==> config.mk <==
export PLATFORM = sky130hd
export DESIGN_NAME = uart_tx
export DESIGN_NICKNAME = d
export VERILOG_FILES = /design/src/rtl/uart_pkg.sv /design/src/rtl/uart_baud_gen.sv /design/src/rtl/uart_tx.sv
export SDC_FILE = /design/constraint.sdc
export NUM_CORES = 1
export LEC_CHECK = 0
export ABC_AREA = 1
export BUFFER_PORTS_ARGS = -buffer_cell sky130_fd_sc_hd__buf_2
export CAP_MARGIN = 0
export CORE_MARGIN = 2
export CORE_UTILIZATION = 45
export CTS_CLUSTER_SIZE = 14
export DETAILED_ROUTE_END_ITERATION = 10
export PLACE_DENSITY = 0.71
export SYNTH_ARGS = -nofsm -noshare
export SYNTH_HDL_FRONTEND = slang
export SYNTH_SLANG_ARGS = --single-unit
==> constraint.sdc <==
create_clock -name sys_clk -period 1.7 [get_ports sys_clk]
set_clock_uncertainty 0.2 [all_clocks]
set_input_delay 0 -clock sys_clk [delete_from_list [all_inputs] [get_ports sys_clk]]
set_output_delay 0 -clock sys_clk [all_outputs]
set_load 0.05 [all_outputs]
==> src/rtl/uart_pkg.sv <==
// Shared UART definitions: FSM state encoding, frame geometry and the
// baud-count helper used by both the transmit and receive paths.
package uart_pkg;

   typedef enum logic [1:0] {
      ST_IDLE  = 2'd0,
      ST_START = 2'd1,
      ST_DATA  = 2'd2,
      ST_STOP  = 2'd3
   } uart_state_e;

   localparam int UART_DATA_BITS  = 8;
   localparam int UART_FRAME_BITS = 10;
   localparam int UART_BIT_CNT_W  = $clog2(UART_DATA_BITS);

   // System clock cycles per serial bit (integer division).
   function automatic int uart_baud_cnt(input int system_clock, input int baud_rate);
      return system_clock / baud_rate;
   endfunction

endpackage

==> src/rtl/uart_baud_gen.sv <==
// Enable-gated bit-period counter; tick marks the last cycle of each bit.
// Held at zero while disabled so every frame starts on a fresh bit period.
module uart_baud_gen #(
   parameter int CNT_MAX = 5208
) (
   input  logic sys_clk,
   input  logic sys_rst_n,
   input  logic enable,
   input  logic clear,
   output logic tick
);

   localparam int                CNT_W    = $clog2(CNT_MAX);
   localparam logic [CNT_W-1:0] CNT_LAST = CNT_W'(CNT_MAX - 1);

   logic [CNT_W-1:0] cnt_q;
   logic [CNT_W-1:0] cnt_d;

   always_comb begin
      cnt_d = '0;
      tick  = 1'b0;
      if (enable && !clear) begin
         if (cnt_q == CNT_LAST) begin
            tick = 1'b1;
         end else begin
            cnt_d = cnt_q + CNT_W'(1);
         end
      end
   end

   always_ff @(posedge sys_clk or negedge sys_rst_n) begin
      if (!sys_rst_n) begin
         cnt_q <= '0;
      end else begin
         cnt_q <= cnt_d;
      end
   end

endmodule

==> src/rtl/uart_tx.sv <==
// 8N1 UART transmitter, LSB first, with valid/ready byte intake and a
// one-cycle done pulse once the stop bit has been fully driven.
module uart_tx
   import uart_pkg::*;
#(
   parameter int baud_rate    = 9600,
   parameter int system_clock = 50000000
) (
   input  logic       sys_clk,
   input  logic       sys_rst_n,
   input  logic [7:0] in_data,
   input  logic       in_valid,
   output logic       in_ready,
   output logic       tx,
   output logic       tx_done
);

   localparam int BAUD_CNT_MAX = uart_baud_cnt(system_clock, baud_rate);
   localparam logic [UART_BIT_CNT_W-1:0] LAST_BIT = UART_BIT_CNT_W'(UART_DATA_BITS - 1);

   if (BAUD_CNT_MAX < 2) begin : g_bad_baud
      $error("uart_tx: system_clock/baud_rate must be at least 2");
   end
   if (UART_FRAME_BITS != UART_DATA_BITS + 2) begin : g_bad_frame
      $error("uart_tx: frame must be one start bit, data bits and one stop bit");
   end

   uart_state_e                state_q, state_d;
   logic [UART_DATA_BITS-1:0]  shift_q, shift_d;
   logic [UART_BIT_CNT_W-1:0]  bit_cnt_q, bit_cnt_d;
   logic                       tx_q, tx_d;
   logic                       tx_done_q, tx_done_d;
   logic                       accept;
   logic                       bit_tick;

   assign in_ready = (state_q == ST_IDLE);
   assign accept   = in_valid & in_ready;
   assign tx       = tx_q;
   assign tx_done  = tx_done_q;

   uart_baud_gen #(
      .CNT_MAX (BAUD_CNT_MAX)
   ) u_baud_gen (
      .sys_clk   (sys_clk),
      .sys_rst_n (sys_rst_n),
      .enable    (state_q != ST_IDLE),
      .clear     (accept),
      .tick      (bit_tick)
   );

   // The line is registered from the next state so the start bit appears
   // in the very first cycle after acceptance.
   always_comb begin
      state_d   = state_q;
      shift_d   = shift_q;
      bit_cnt_d = bit_cnt_q;
      tx_done_d = 1'b0;
      tx_d      = 1'b1;

      case (state_q)
         ST_IDLE: begin
            if (accept) begin
               shift_d   = in_data;
               bit_cnt_d = '0;
               state_d   = ST_START;
            end
         end
         ST_START: begin
            if (bit_tick) begin
               state_d = ST_DATA;
            end
         end
         ST_DATA: begin
            if (bit_tick) begin
               shift_d   = {1'b0, shift_q[UART_DATA_BITS-1:1]};
               bit_cnt_d = bit_cnt_q + UART_BIT_CNT_W'(1);
               if (bit_cnt_q == LAST_BIT) begin
                  state_d = ST_STOP;
               end
            end
         end
         ST_STOP: begin
            if (bit_tick) begin
               state_d   = ST_IDLE;
               tx_done_d = 1'b1;
            end
         end
         default: begin
            state_d = ST_IDLE;
         end
      endcase

      case (state_d)
         ST_START: tx_d = 1'b0;
         ST_DATA:  tx_d = shift_d[0];
         default:  tx_d = 1'b1;
      endcase
   end

   always_ff @(posedge sys_clk or negedge sys_rst_n) begin
      if (!sys_rst_n) begin
         state_q   <= ST_IDLE;
         shift_q   <= '0;
         bit_cnt_q <= '0;
         tx_q      <= 1'b1;
         tx_done_q <= 1'b0;
      end else begin
         state_q   <= state_d;
         shift_q   <= shift_d;
         bit_cnt_q <= bit_cnt_d;
         tx_q      <= tx_d;
         tx_done_q <= tx_done_d;
      end
   end

endmodule

# After elaboration in Yosys (flattened, before gate mapping)
# Cells that the tools add are included.
[totals]
input_bits = 11
elab_cells = 44
ff_bits = 28
[op_classes]
bitwise = 1
n_reduce_logical = 6
eq_ne = 9
mux = 19
addsub = 2
[ops]
columns = ["op", "count"]
rows = [
  ["13-bit 2-to-1 mux", 2],
  ["8-bit 2-to-1 mux", 2],
  ["8-bit case mux with 2 select lines", 1],
  ["13-bit by 1-bit adder with 13-bit output, second input constant", 1],
  ["13-bit equality test, second input constant", 1],
  ["2-bit 2-to-1 mux", 5],
  ["2-bit case mux with 4 select lines", 1],
  ["2-bit equality test, second input constant", 3],
  ["3-bit 2-to-1 mux", 2],
  ["3-bit case mux with 2 select lines", 1],
  ["2-bit by 1-bit equality test with 1-bit output, second input constant", 2],
  ["1-bit 2-to-1 mux", 4],
  ["2-bit nonzero test", 2],
  ["3-bit by 1-bit adder with 3-bit output, second input constant", 1],
  ["3-bit equality test, second input constant", 1],
  ["3-bit AND reduction", 1],
  ["2-bit zero test", 1],
  ["2-bit by 1-bit inequality test with 1-bit output, second input constant", 1],
  ["2-bit inequality test, second input constant", 1],
  ["1-bit case mux with 2 select lines", 1],
  ["1-bit bitwise AND", 1],
  ["1-bit logical AND", 1],
  ["1-bit zero test", 1],
]

# Logic depth before layout (Yosys ltp)
[logic_depth]
ltp_word = 9
depth_mapped = 11
ltp_nobuf = 11

# Hierarchy
# A second synthesis with hierarchy kept.
[unflattened]
cells_unflattened = 184
hier_area_um2 = 1483.9
[modules_own_cells]
columns = ["module", "instances", "cells_each", "seq_area_each_um2", "area_per_inst_um2"]
rows = [
  ["uart_baud_gen", 1, 96, 325.3, 748.2],
  ["uart_tx", 1, 88, 376.6, 735.7],
]

# Worst setup path before layout
# No wires, ideal clock.
[synth_timing]
kind = "register -> register"
startpoint = "register state_q[0]"
endpoint = "register tx_q, in the netlist tx"
setup_slack_ns = 0.007
required_time_ns = 1.440
stages_incl_launch_ff = 10
t_arrival_ns = 1.433
cell_sequence = "dfrtp_1 nor2_4 nand2_2 inv_2 nand2_1 nand2_1 nand2_1 nand3_1 nand2_1 nand2_1"
[synth_rtl]
columns = ["item", "line_no", "source"]
rows = [
  ["start, declared", "uart_tx.sv:28", "uart_state_e state_q, state_d;"],
  ["start signal, assigned", "uart_tx.sv:108", "state_q <= state_d;"],
  ["2-bit zero test *", "uart_tx.sv:36", "assign in_ready = (state_q == ST_IDLE);"],
  ["via in_ready", "uart_tx.sv:13", "output logic in_ready,"],
  ["1-bit bitwise AND", "uart_tx.sv:37", "assign accept = in_valid & in_ready;"],
  ["1-bit zero test", "uart_baud_gen.sv:22", "if (enable && !clear) begin"],
  ["1-bit logical AND", "uart_baud_gen.sv:22", ""],
  ["1-bit 2-to-1 mux", "uart_baud_gen.sv:22", ""],
  ["8-bit 2-to-1 mux", "uart_tx.sv:74", "if (bit_tick) begin"],
  ["8-bit case mux with 2 select lines *", "uart_tx.sv:60", "case (state_q)"],
  ["via shift_d[0]", "uart_tx.sv:29", "logic [UART_DATA_BITS-1:0] shift_q, shift_d;"],
  ["1-bit case mux with 2 select lines *", "uart_tx.sv:93", "case (state_d)"],
  ["via tx_d", "uart_tx.sv:31", "logic tx_q, tx_d;"],
  ["end signal, assigned", "uart_tx.sv:111", "tx_q <= tx_d;"],
  ["end, declared", "uart_tx.sv:31", ""],
]
# Mark *: on every way through the listed nets, which the timed path passes. The rest lies on a longest branch. The select of a mux whose other input is x is not followed.
# A chain may end at the register's enable or synchronous reset.

# Worst setup path in the final report
[layout_timing]
startpoint = "register u_baud_gen.cnt_q[0]"
endpoint = "register bit_cnt_q[2]"
[layout_via]
elab_chain_cells = 5
[layout_rtl]
columns = ["item", "line_no", "source"]
rows = [
  ["start, declared", "uart_baud_gen.sv:16", "logic [CNT_W-1:0] cnt_q;"],
  ["start signal, assigned", "uart_baud_gen.sv:35", "cnt_q <= cnt_d;"],
  ["13-bit equality test", "uart_baud_gen.sv:23", "if (cnt_q == CNT_LAST) begin"],
  ["1-bit 2-to-1 mux", "uart_baud_gen.sv:23", ""],
  ["1-bit 2-to-1 mux", "uart_baud_gen.sv:22", ""],
  ["2-bit inequality test (no source line)", "--", ""],
  ["3-bit AND reduction (no source line)", "--", ""],
  ["end signal, assigned", "uart_tx.sv:110", "bit_cnt_q <= bit_cnt_d;"],
  ["end, declared", "uart_tx.sv:30", "logic [UART_BIT_CNT_W-1:0] bit_cnt_q, bit_cnt_d;"],
]
# No other way between the ends.

==> reports/metrics.csv <==
stage;metric;value;unit
detailed_routing;drt-total-wl;2750;um
run_status;violations;negative setup slack;
clocking;root_buffer;clkbuf_4;
synth;syn_nets;178;
timing;worst_pin_slew;619;ps
detailed_routing;firstDrtPassIters;4;
detailed_routing;wl_per_cell;11.6;um
timing;setup-tns-final;-11.3;ps
floorplanning;pin_count;14;
grt;grt_max_degree;29;
grt;grt_first_pass_wirelength;4750;um
power_and_ir_drop;vdd_ir_drop_max;354;uV
detailed_routing;drtIter0Drc;47;
timing;setup_viol;2;
synth;synth_top_flop_cell;dfrtp_1;
synth;synth_common_cells;nand2_1, dfrtp_1, inv_1, nor2_1;
layout;fillCellCount;266;
setup_path;arrival;1740;ps
clocking;cts_tree;done;
detailed_routing;ant_nets;0;
power_and_ir_drop;power_density;562;nW/um^2
layout;drive_gt1_frac;0.309;
placement;dp.final_hpwl;1920;um
placement;io_buffers;13;
run;maxCapViolCount;0;
power_and_ir_drop;p_total;1.03;mW
layout;syn2layout_area_growth;30.2;%
timing;rsz0062_at_grt;true;
timing;fmax;586;MHz
synth;synth_seq_area_share;0.499;
synth;yosys.area.top_type;dfrtp_1;
grt;grt_pass1_vias;1138;
setup_path;cp_max_fo;4;
synth;ys_ff_latch;28;
timing;fin_ws;-6.76;ps
setup_path;required;1730;ps
grt;antenna_found_initial;0;
clocking;clockBufferDepth;2;
synth;async_reset_ff_frac;1.00;
floorplanning;rows;20;
floorplanning;die_h;59.9;um
detailed_routing;vias_per_cell;4.97;
synth;yosysMostFrequentCell;nand2_1;
clocking;cts.sink_count;28;
floorplanning;fp.dieArea;3590;sq um
floorplanning;core_area;3000;sq um
clocking;cts_max_level;1;
synth;ys_warn_count;0;
setup_path;end_kind;flop;
detailed_routing;drc;0;
timing;max_slew_margin;0.587;
detailed_routing;vias;1177;
synth;synth-edff-count;0;
synth;syn_area;1410;sq um
worst_hold_path;hold_path_class;input pin to async pin;
synth;syn_inst;164;
clocking;path_clk_slew;140;ps
synth;netlist_top_cells_area;dfrtp_1, nand2_1, inv_1, nor2_1, o221ai_1;
layout;n_antenna_cell;0;
layout;fin_util;0.610;
synth;synth_top_area_frac;0.480;
clocking;clk_latency;320;ps
placement;gp_congestion;0.829;
floorplanning;die_w;59.9;um
grt;grt-ovfl-total;0;
timing;finalCriticalPeriod;1710;ps
timing;report.final.slew_viol_count;0;
power_and_ir_drop;leakage;0.904;nW
synth;yosysUniqueCellTypes;28;
layout;num-nets-final;219;
grt;grt_usage;0.171;
synth;syn_area_per_cell;8.58;sq um
run_status;outcome;finished with violations;
setup_path;critPathLaunchType;flop;
setup_path;path_class;flop to flop;
timing;period_share;1.00;
placement;pre_cts_slack;-35.8;ps
timing;report.final.hold_viol_count;0;
floorplanning;initial_core_util;0.468;
clocking;cts_buffers;3;
metal layers:
| metal | wire (um) | vias to the layer above | global-route usage |
|---|---|---|---|
| met5 | 0 | - | 0 |
| met4 | 31 | 0 | 0.0603 |
| met3 | 60 | 4 | 0.0195 |
| met2 | 1390 | 13 | 0.301 |
| met1 | 1260 | 554 | 0.216 |
| li1 | - | 606 | - |
worst max-delay path: stages (launching register included):
cell     delay, ps
dfrtp_1        430
ha_4           160
nand2_4         60
nor2_4         130
buf_4          120
nand4_2        140
nand2_4        140
inv_2           60
a22o_1         170
stage by stage:
step | area (sq um) | hold slack [ps] | std cells
6_report | 1830 | 3.02 | 237
4_1_cts | 1730 | 12.8 | 233
3_3_place_gp | 1570 | -155 | 217
5_1_grt | 1830 | 21.3 | 237
3_5_place_dp | 1570 | -154 | 217
2_1_floorplan | 1410 | -496 | 164
power breakdown:
| part | switching (mW) | internal, mW | leakage (nW) |
|---|---|---|---|
| Sequential | 0 | 0.666 | 0.326 |
| Combinational | 0.0181 | 0.0228 | 0.557 |
| Clock | 0.190 | 0.131 | 0.0210 |
what timing repair did:
action,4_1_cts,5_1_grt
setup buffers,2,4
hold endpoints to repair,41,0
gates resized for setup,3,19
pin swaps,3,8
endpoints found under the setup margin,4,16
hold buffers,10,0
final timing paths:
check	startpoint	to	slack (ps)	cells after the start
worst min register to register	u_baud_gen.cnt_q[12]	u_baud_gen.cnt_q[12]	280	1
max in group asynchronous	sys_rst_n	shift_q[4]	900	2
min in group sys_clk	in_data[4]	shift_q[4]	210	4
worst max-delay path	u_baud_gen.cnt_q[0]	bit_cnt_q[2]	-7	8
worst max register to register	u_baud_gen.cnt_q[0]	bit_cnt_q[2]	-7	8
worst min-delay path	sys_rst_n	u_baud_gen.cnt_q[4]	3	2
registers in the layout, indices dropped and copies added, names as in the netlist:
name,flops
tx,1
u_baud_gen.cnt_q,13
shift_q,8
tx_done,1
bit_cnt_q,3
state_q,2
layout make-up:
type / instances / area, sq um / share of cell area
flip-flops and latches: 28 / 702 / 0.383
multi-input cells: 106 / 661 / 0.361
repair buffers: 36 / 279 / 0.152
inverters: 30 / 113 / 0.0615
well taps: 33 / 41.3 / 0.0225
clock buffers: 4 / 36.3 / 0.0198
cells by family after synthesis:
family,after synthesis,share of synthesized area
compound gates,24,0.109
xor+xnor,3,0.0187
simple gates,76,0.267
fa+ha+maj,3,0.0267
buf+inv,30,0.0801
flops,28,0.499
cells in the final DEF (no fill, tap or decap), types with 3 or more instances in the layout:
master | netlist | layout
o21ai_1 | 2 | 5
a21oi_1 | 5 | 4
nor2_4 | 2 | 6
clkbuf_4 | 0 | 3
o221ai_1 | 5 | 5
o21ai_0 | 7 | 4
dfrtp_1 | 27 | 27
nand2_2 | 4 | 4
inv_2 | 5 | 7
nand2_1 | 35 | 34
inv_1 | 25 | 23
nor2_1 | 13 | 9
nor3_1 | 4 | 3
nor2_2 | 5 | 5
nand3_1 | 7 | 5
buf_4 | 0 | 11
dlygate4sd3_1 | 0 | 10
buf_2 | 0 | 13
(Power assumes the default switching activity.)
